$ cat src/rtl/gate_tester.sv
// Purpose : exhaustive tester for a 2-input gate; walks vectors 00,01,10,11 and compares the response against TRUTH.
// Latency : SETTLE+1 cycles per vector; done pulses 4*(SETTLE+1)+1 cycles after start is seen in IDLE.
// Backpres: none; start is only honoured in IDLE and ignored while a run is in progress or finishing.
//
// Ports:
//   clk        - single clock, rising edge
//   rst        - synchronous active-high reset, overrides everything including a run in progress
//   start      - begin a run (sampled in IDLE only)
//   y_in       - response of the gate under test
//   a_out/b_out- registered gate inputs, {a_out,b_out} = current vector index
//   busy       - high in WAIT and SAMPLE
//   done       - one-cycle pulse at the end of a completed run
//   pass       - result of the last run, valid from the done cycle until the next start/reset
//   err_count  - number of mismatched vectors (0..4)
//   fail_vec   - bit i set iff vector i mismatched
module gate_tester #(
    parameter logic [3:0]  TRUTH  = 4'b0111,
    parameter int unsigned SETTLE = 2
) (
    input  logic       clk,
    input  logic       rst,
    input  logic       start,
    input  logic       y_in,
    output logic       a_out,
    output logic       b_out,
    output logic       busy,
    output logic       done,
    output logic       pass,
    output logic [2:0] err_count,
    output logic [3:0] fail_vec
);

    typedef enum logic [1:0] {
        S_IDLE   = 2'd0,
        S_WAIT   = 2'd1,
        S_SAMPLE = 2'd2,
        S_DONE   = 2'd3
    } state_t;

    // Counter reload: WAIT runs from SETTLE-1 down to 0, i.e. SETTLE cycles.
    localparam logic [3:0] L_RELOAD = 4'(SETTLE - 1);

    state_t     r_state;
    state_t     w_next;
    logic [1:0] r_vec;
    logic [3:0] r_cnt;
    logic       r_a;
    logic       r_b;
    logic       r_pass;
    logic [2:0] r_err;
    logic [3:0] r_fail;
    logic       w_mismatch;

    assign w_mismatch = (r_state == S_SAMPLE) && (y_in != TRUTH[r_vec]);

    // State register
    always_ff @(posedge clk) begin
        if (rst) begin
            r_state <= S_IDLE;
        end else begin
            r_state <= w_next;
        end
    end

    // Next-state logic
    always_comb begin
        w_next = r_state;
        case (r_state)
            S_IDLE:   if (start) w_next = S_WAIT;
            S_WAIT:   if (r_cnt == 4'd0) w_next = S_SAMPLE;
            S_SAMPLE: w_next = (r_vec == 2'd3) ? S_DONE : S_WAIT;
            S_DONE:   w_next = S_IDLE;
            default:  w_next = S_IDLE;
        endcase
    end

    // Outputs decoded from the registered state
    always_comb begin
        busy = 1'b0;
        done = 1'b0;
        case (r_state)
            S_WAIT,
            S_SAMPLE: busy = 1'b1;
            S_DONE:   done = 1'b1;
            default:  ;
        endcase
    end

    // Vector, settle counter and result registers
    always_ff @(posedge clk) begin
        if (rst) begin
            r_vec  <= 2'd0;
            r_cnt  <= 4'd0;
            r_a    <= 1'b0;
            r_b    <= 1'b0;
            r_pass <= 1'b0;
            r_err  <= 3'd0;
            r_fail <= 4'd0;
        end else begin
            case (r_state)
                S_IDLE: begin
                    if (start) begin
                        r_vec  <= 2'd0;
                        r_a    <= 1'b0;
                        r_b    <= 1'b0;
                        r_cnt  <= L_RELOAD;
                        r_err  <= 3'd0;
                        r_fail <= 4'd0;
                        r_pass <= 1'b0;
                    end
                end
                S_WAIT: begin
                    if (r_cnt != 4'd0) r_cnt <= r_cnt - 4'd1;
                end
                S_SAMPLE: begin
                    if (w_mismatch) begin
                        if (r_err != 3'd4) r_err <= r_err + 3'd1;
                        r_fail[r_vec] <= 1'b1;
                    end
                    if (r_vec != 2'd3) begin
                        r_vec        <= r_vec + 2'd1;
                        {r_a, r_b}   <= r_vec + 2'd1;
                        r_cnt        <= L_RELOAD;
                    end else begin
                        // Last vector: fold its own compare in so pass is valid in the done cycle.
                        r_pass <= (r_err == 3'd0) && !w_mismatch;
                    end
                end
                S_DONE: begin
                    r_a <= 1'b0;
                    r_b <= 1'b0;
                end
                default: ;
            endcase
        end
    end

    assign a_out     = r_a;
    assign b_out     = r_b;
    assign pass      = r_pass;
    assign err_count = r_err;
    assign fail_vec  = r_fail;

endmodule

$ cat config.mk
export PLATFORM = sky130hd
export DESIGN_NAME = gate_tester
export DESIGN_NICKNAME = d
export VERILOG_FILES = /design/src/rtl/gate_tester.sv
export SDC_FILE = /design/constraint.sdc
export NUM_CORES = 1
export LEC_CHECK = 0
export ABC_CLOCK_PERIOD_IN_PS = 5020
export CORE_MARGIN = 2
export CORE_UTILIZATION = 30
export DETAILED_ROUTE_END_ITERATION = 10
export PLACE_DENSITY = 0.51
export SYNTH_ARGS = -nofsm -noshare
export SYNTH_HDL_FRONTEND = slang
export SYNTH_SLANG_ARGS = --single-unit
export TNS_END_PERCENT = 10
$ cat constraint.sdc
create_clock -name clk -period 5.02 [get_ports clk]
set_input_delay 1.004 -clock clk [delete_from_list [all_inputs] [get_ports clk]]
set_output_delay 1.004 -clock clk [all_outputs]
set_load 0.05 [all_outputs]
Word-level counts from Yosys, hierarchy flattened. Index checks and enable logic that the tools add are counted.

Bitwise logic cells: 1. Reductions and logical operators: 19. $add $sub $neg: 3. Eq/ne operators: 14. Order comparisons: 2. Muxes and demuxes: 31.

Operators by type and width (count): $mux 4 (5); $ne 2x2->1 const B (6); $pmux 4 s3 (1); $reduce_and 3->1 (4); $mux 2 (5); $mux 3 (3); $mux 1 (8); $pmux 2 s4 (1); $pmux 4 s2 (1); $reduce_and 4->1 (2); $eq 2x2->1 const B (3); $pmux 1 s3 (2); $pmux 3 s2 (1); $reduce_bool 3->1 (2); $logic_not 4->1 (1); $ne 2x1->1 const B (2); $or 4x4->4 (1); $pmux 2 s2 (1); $reduce_bool 4->1 (1); $sub 4x1->4 const B (1); $add 3x1->3 const B (1); $logic_and 1x1->1 (3); $logic_not 3->1 (1); $lt 2x3->1 const B (1); 13 further kinds (13).

Logic and storage cells: 78. Register bits after elaboration: 18. Bits of input ports: 4. Output and inout port bits: 12.

Logic depth before layout (Yosys ltp).
Depth after elaboration: 8. Gate-level depth with buffers: 7. Depth with buffers taken out: 6.

Least setup slack after synthesis. No wires, ideal clock.

Kind: register to output. Start: reg r_state[0]. End: out busy. Required time: 4016 ps. Data arrival time: 1016 ps. Path slack: 3000 ps. Stages on the path, launching flop included: 3. Path buffers: 0. Path through: dfxtp_1 -> inv_1 -> ha_1.

Longest elaborated chain between the ends: 3. Elaborated cells on any way between the ends: 4. Classes of those cells: eq/ne (2); mux (1); reduce/logical (1).

RTL lines: start: declaration (RTL line 43) `state_t r_state;`; start signal: assignment (RTL line 61) `r_state <= w_next;`; $eq 2x2->1 or $eq 2x1->1 (tied branches) (RTL line 81) `case (r_state)`; $reduce_or 2->1 * (RTL line 81); $mux 1 * (RTL line 81); end: declaration (RTL line 26) `output logic busy,`.

Mark *: on every way between the ends. The rest lies on a longest branch, timed or not.

Final worst setup path. Same ends and word-level chain as after synthesis.

==> impl_metrics.csv <==
group,metric,value,unit
hold_path,worst_hold_path_type,"reg -> reg",
clocking,cts_buffer_depth,2,
layout,num-nets-final,163,
synth,ys_seq_elements,18,
layout,layout-drive-gt1-share,0.0629,
timing,tightest_slew,620,ps
grt,grt_max_degree,17,
layout,final_cell_mix,"a21oi_1, dfxtp_1, ha_1, clkdlybuf4s50_1, inv_1",
timing,drv_slew,0,
layout,register_area,360,um^2
timing,finalCritPeriodShare,0.584,
synth,synth_nets,146,
clocking,htree_levels,1,
timing,rsz0062_at_grt,"no",
power,internal_power,344,uW
timing,layout_min_cycle_time,2930,ps
drt,vias_per_cell,4.78,
clocking,cts_num_sinks,18,
timing,hold_viol,0,
clocking,cts_tree,"built",
worst_setup_path,path_class,"reg -> out",
die,fp.dieW,64.0,um
die,num_rows,21,
die,core_area,3390,um^2
layout,fillers,357,
synth,ys_warn_count,0,
drt,drc,0,
worst_setup_path,cp_max_fo,5,
grt,grt_usage,0.117,
drt,route.detailed.wl_per_inst,11.9,um
die,ioPinCount,16,
power,ir_worst_vdd,0.264,mV
power,switching_share,0.441,
worst_setup_path,ff2ff_setup_slack,2930,ps
clocking,clk_pin_slew,110,ps
clocking,post_cts_buffers,0,
clocking,postCtsHoldBufs,0,
power,switchingPower,271,uW
drt,wl,2250,um
layout,multi_input_area,668,um^2
worst_setup_path,setup.worst_path.start_class,"register",
layout,n_antenna_cell,0,
synth,syn_area,1080,um^2
grt,antenna_found_initial,0,
power,p_leak,0.000526,uW
worst_setup_path,required,4020,ps
clocking,cts_buffers,3,
place,hpwl,1710,um
synth,synth_area_per_cell,8.51,um^2
worst_setup_path,cp-end-kind,"primary output",
timing,slew_headroom,0.585,
run,drv_cap,0,
synth,syn_inst,127,
worst_setup_path,crit_chain,"inv_1, ha_1, clkdlybuf4s50_1",
timing,finalSetupTns,0,ps
synth,synth_ff_type,"dfxtp_1",
place,gp_congestion,0.880,
grt,overflow,0,
power,seqPwrFrac,0.307,
die,die_h,64.0,um
place,dp.cells,185,
timing,fin_skew,9.84,ps
die,start_util,0.319,
clocking,postCtsResizedCells,0,
worst_setup_path,crit_arrival,1930,ps
drt,vias,904,
place,numPortBuffers,15,
synth,ys_async_sr_fraction,0,
layout,stdcell_count,189,
drt,firstDrtPassIters,4,
drt,drtAntennaViolNets,0,
die,die-area,4100,um^2
synth,synth_edf_count,0,
layout,area_growth,21.5,%
grt,grt_pass1_wl,3800,um
place,dpl_cell_area,1280,um^2
worst_setup_path,critical_path.slowest_cell,"clkdlybuf4s50_1",
timing,setup_viol,0,
run_status,status,"finished, final reports clean",
power,pwr-share-comb,0.538,
grt,grt_pass1_vias,881,
timing,hold_ws,490,ps
synth,synth-seq-area-share,0.333,
clocking,clockRootBuffer,"clkbuf_4",
layout,utilization,0.388,
power,p_clk_frac,0.155,
clocking,clk_latency,310,ps
synth,ys_types,31,
power,powerDensity,468,nW/um^2
timing,fmax,0.341,GHz
worst_setup_path,critPathMaxStageDelay,800,ps
drt,drt_iter0_markers,27,
layout,fin_area,1310,um^2
per-stage QoR:
| stage | worst slack (ps) | power [uW] |
|---|---|---|
| after floorplan | 3000 | 445 |
| after global placement | 2390 | 518 |
| after detailed placement | 2340 | 522 |
| after CTS | 2060 | 619 |
| after global routing | 1960 | 662 |
| final | 2090 | 615 |
critical path: cells and delay by family, from the launching register on:
family / cells / cell delay [ps]
buffers and inverters: 2 / 910
flip-flops: 1 / 410
adder cells (fa/ha/maj): 1 / 300
cell families (layout without fill, tap and decap cells):
kind of cell	after synthesis	count (layout)	share of synthesized area
and+or+nand+nor	41	41	0.216
muxes	5	5	0.0463
xor gates and xnor gates	1	1	0.00810
adders and majority gates	15	15	0.174
buffers and inverters	14	30	0.0486
DFF	18	18	0.333
AOI/OAI and AO/OA	33	33	0.174
flip-flops by register name, summed over array words and instances, names as in the netlist:
| signal | flops |
|---|---|
| fail_vec | 4 |
| r_cnt | 4 |
| err_count | 3 |
| r_state | 2 |
| r_vec | 2 |
| a_out | 1 |
| b_out | 1 |
| pass | 1 |
metal layers:
metal | GRT usage | part of all wire | routed length [um]
met1 | 0.151 | 0.49 | 1110
met2 | 0.181 | 0.46 | 1040
met3 | 0.0194 | 0.029 | 66
met4 | 0.0679 | 0.016 | 37
met5 | 0 | 0 | 0
synthesized netlist by cell type (all sizes together) (2+ instances only):
| library cell | n | share of area |
|---|---|---|
| a21oi | 18 | 0.083 |
| dfxtp | 18 | 0.33 |
| ha | 15 | 0.17 |
| inv | 11 | 0.038 |
| nor2 | 10 | 0.035 |
| nor2b | 6 | 0.042 |
| o21ai | 6 | 0.028 |
| mux2i | 5 | 0.046 |
| a211oi | 4 | 0.028 |
| nand2 | 4 | 0.014 |
| nor3 | 4 | 0.019 |
| nand3 | 3 | 0.014 |
| or3 | 3 | 0.022 |
| and3 | 2 | 0.012 |
| clkbuf | 2 | 0.0069 |
| nand2b | 2 | 0.012 |
| nand4 | 2 | 0.012 |
cell type report:
cell class                 instances  share of cell area
sequential                        18               0.274
multi-input combinational         95               0.509
timing repair buffer              15               0.114
clock buffer                       4              0.0276
inverter                          11              0.0314
tap                               46              0.0438
power groups by stage:
| stage | registers, uW | logic (uW) | clock network (uW) |
|---|---|---|---|
| 2_1_floorplan | 208 | 237 | 0 |
| 3_3_place_gp | 191 | 327 | 0 |
| 3_5_place_dp | 192 | 330 | 0 |
| 4_1_cts | 189 | 332 | 98.1 |
| 5_1_grt | 195 | 363 | 104 |
| 6_report | 189 | 331 | 95.0 |
worst paths after layout:
path,depth (start not counted),from,endpoint
max,3,r_state[0]$_SDFFE_PP0P_,busy
min,2,a_out$_SDFFE_PP0P_,a_out$_SDFFE_PP0P_
max reg2reg,6,r_state[0]$_SDFFE_PP0P_,r_cnt[0]$_SDFFE_PP0P_
min reg2reg,2,a_out$_SDFFE_PP0P_,a_out$_SDFFE_PP0P_
No activity file was read; power rests on OpenSTA's default activity.
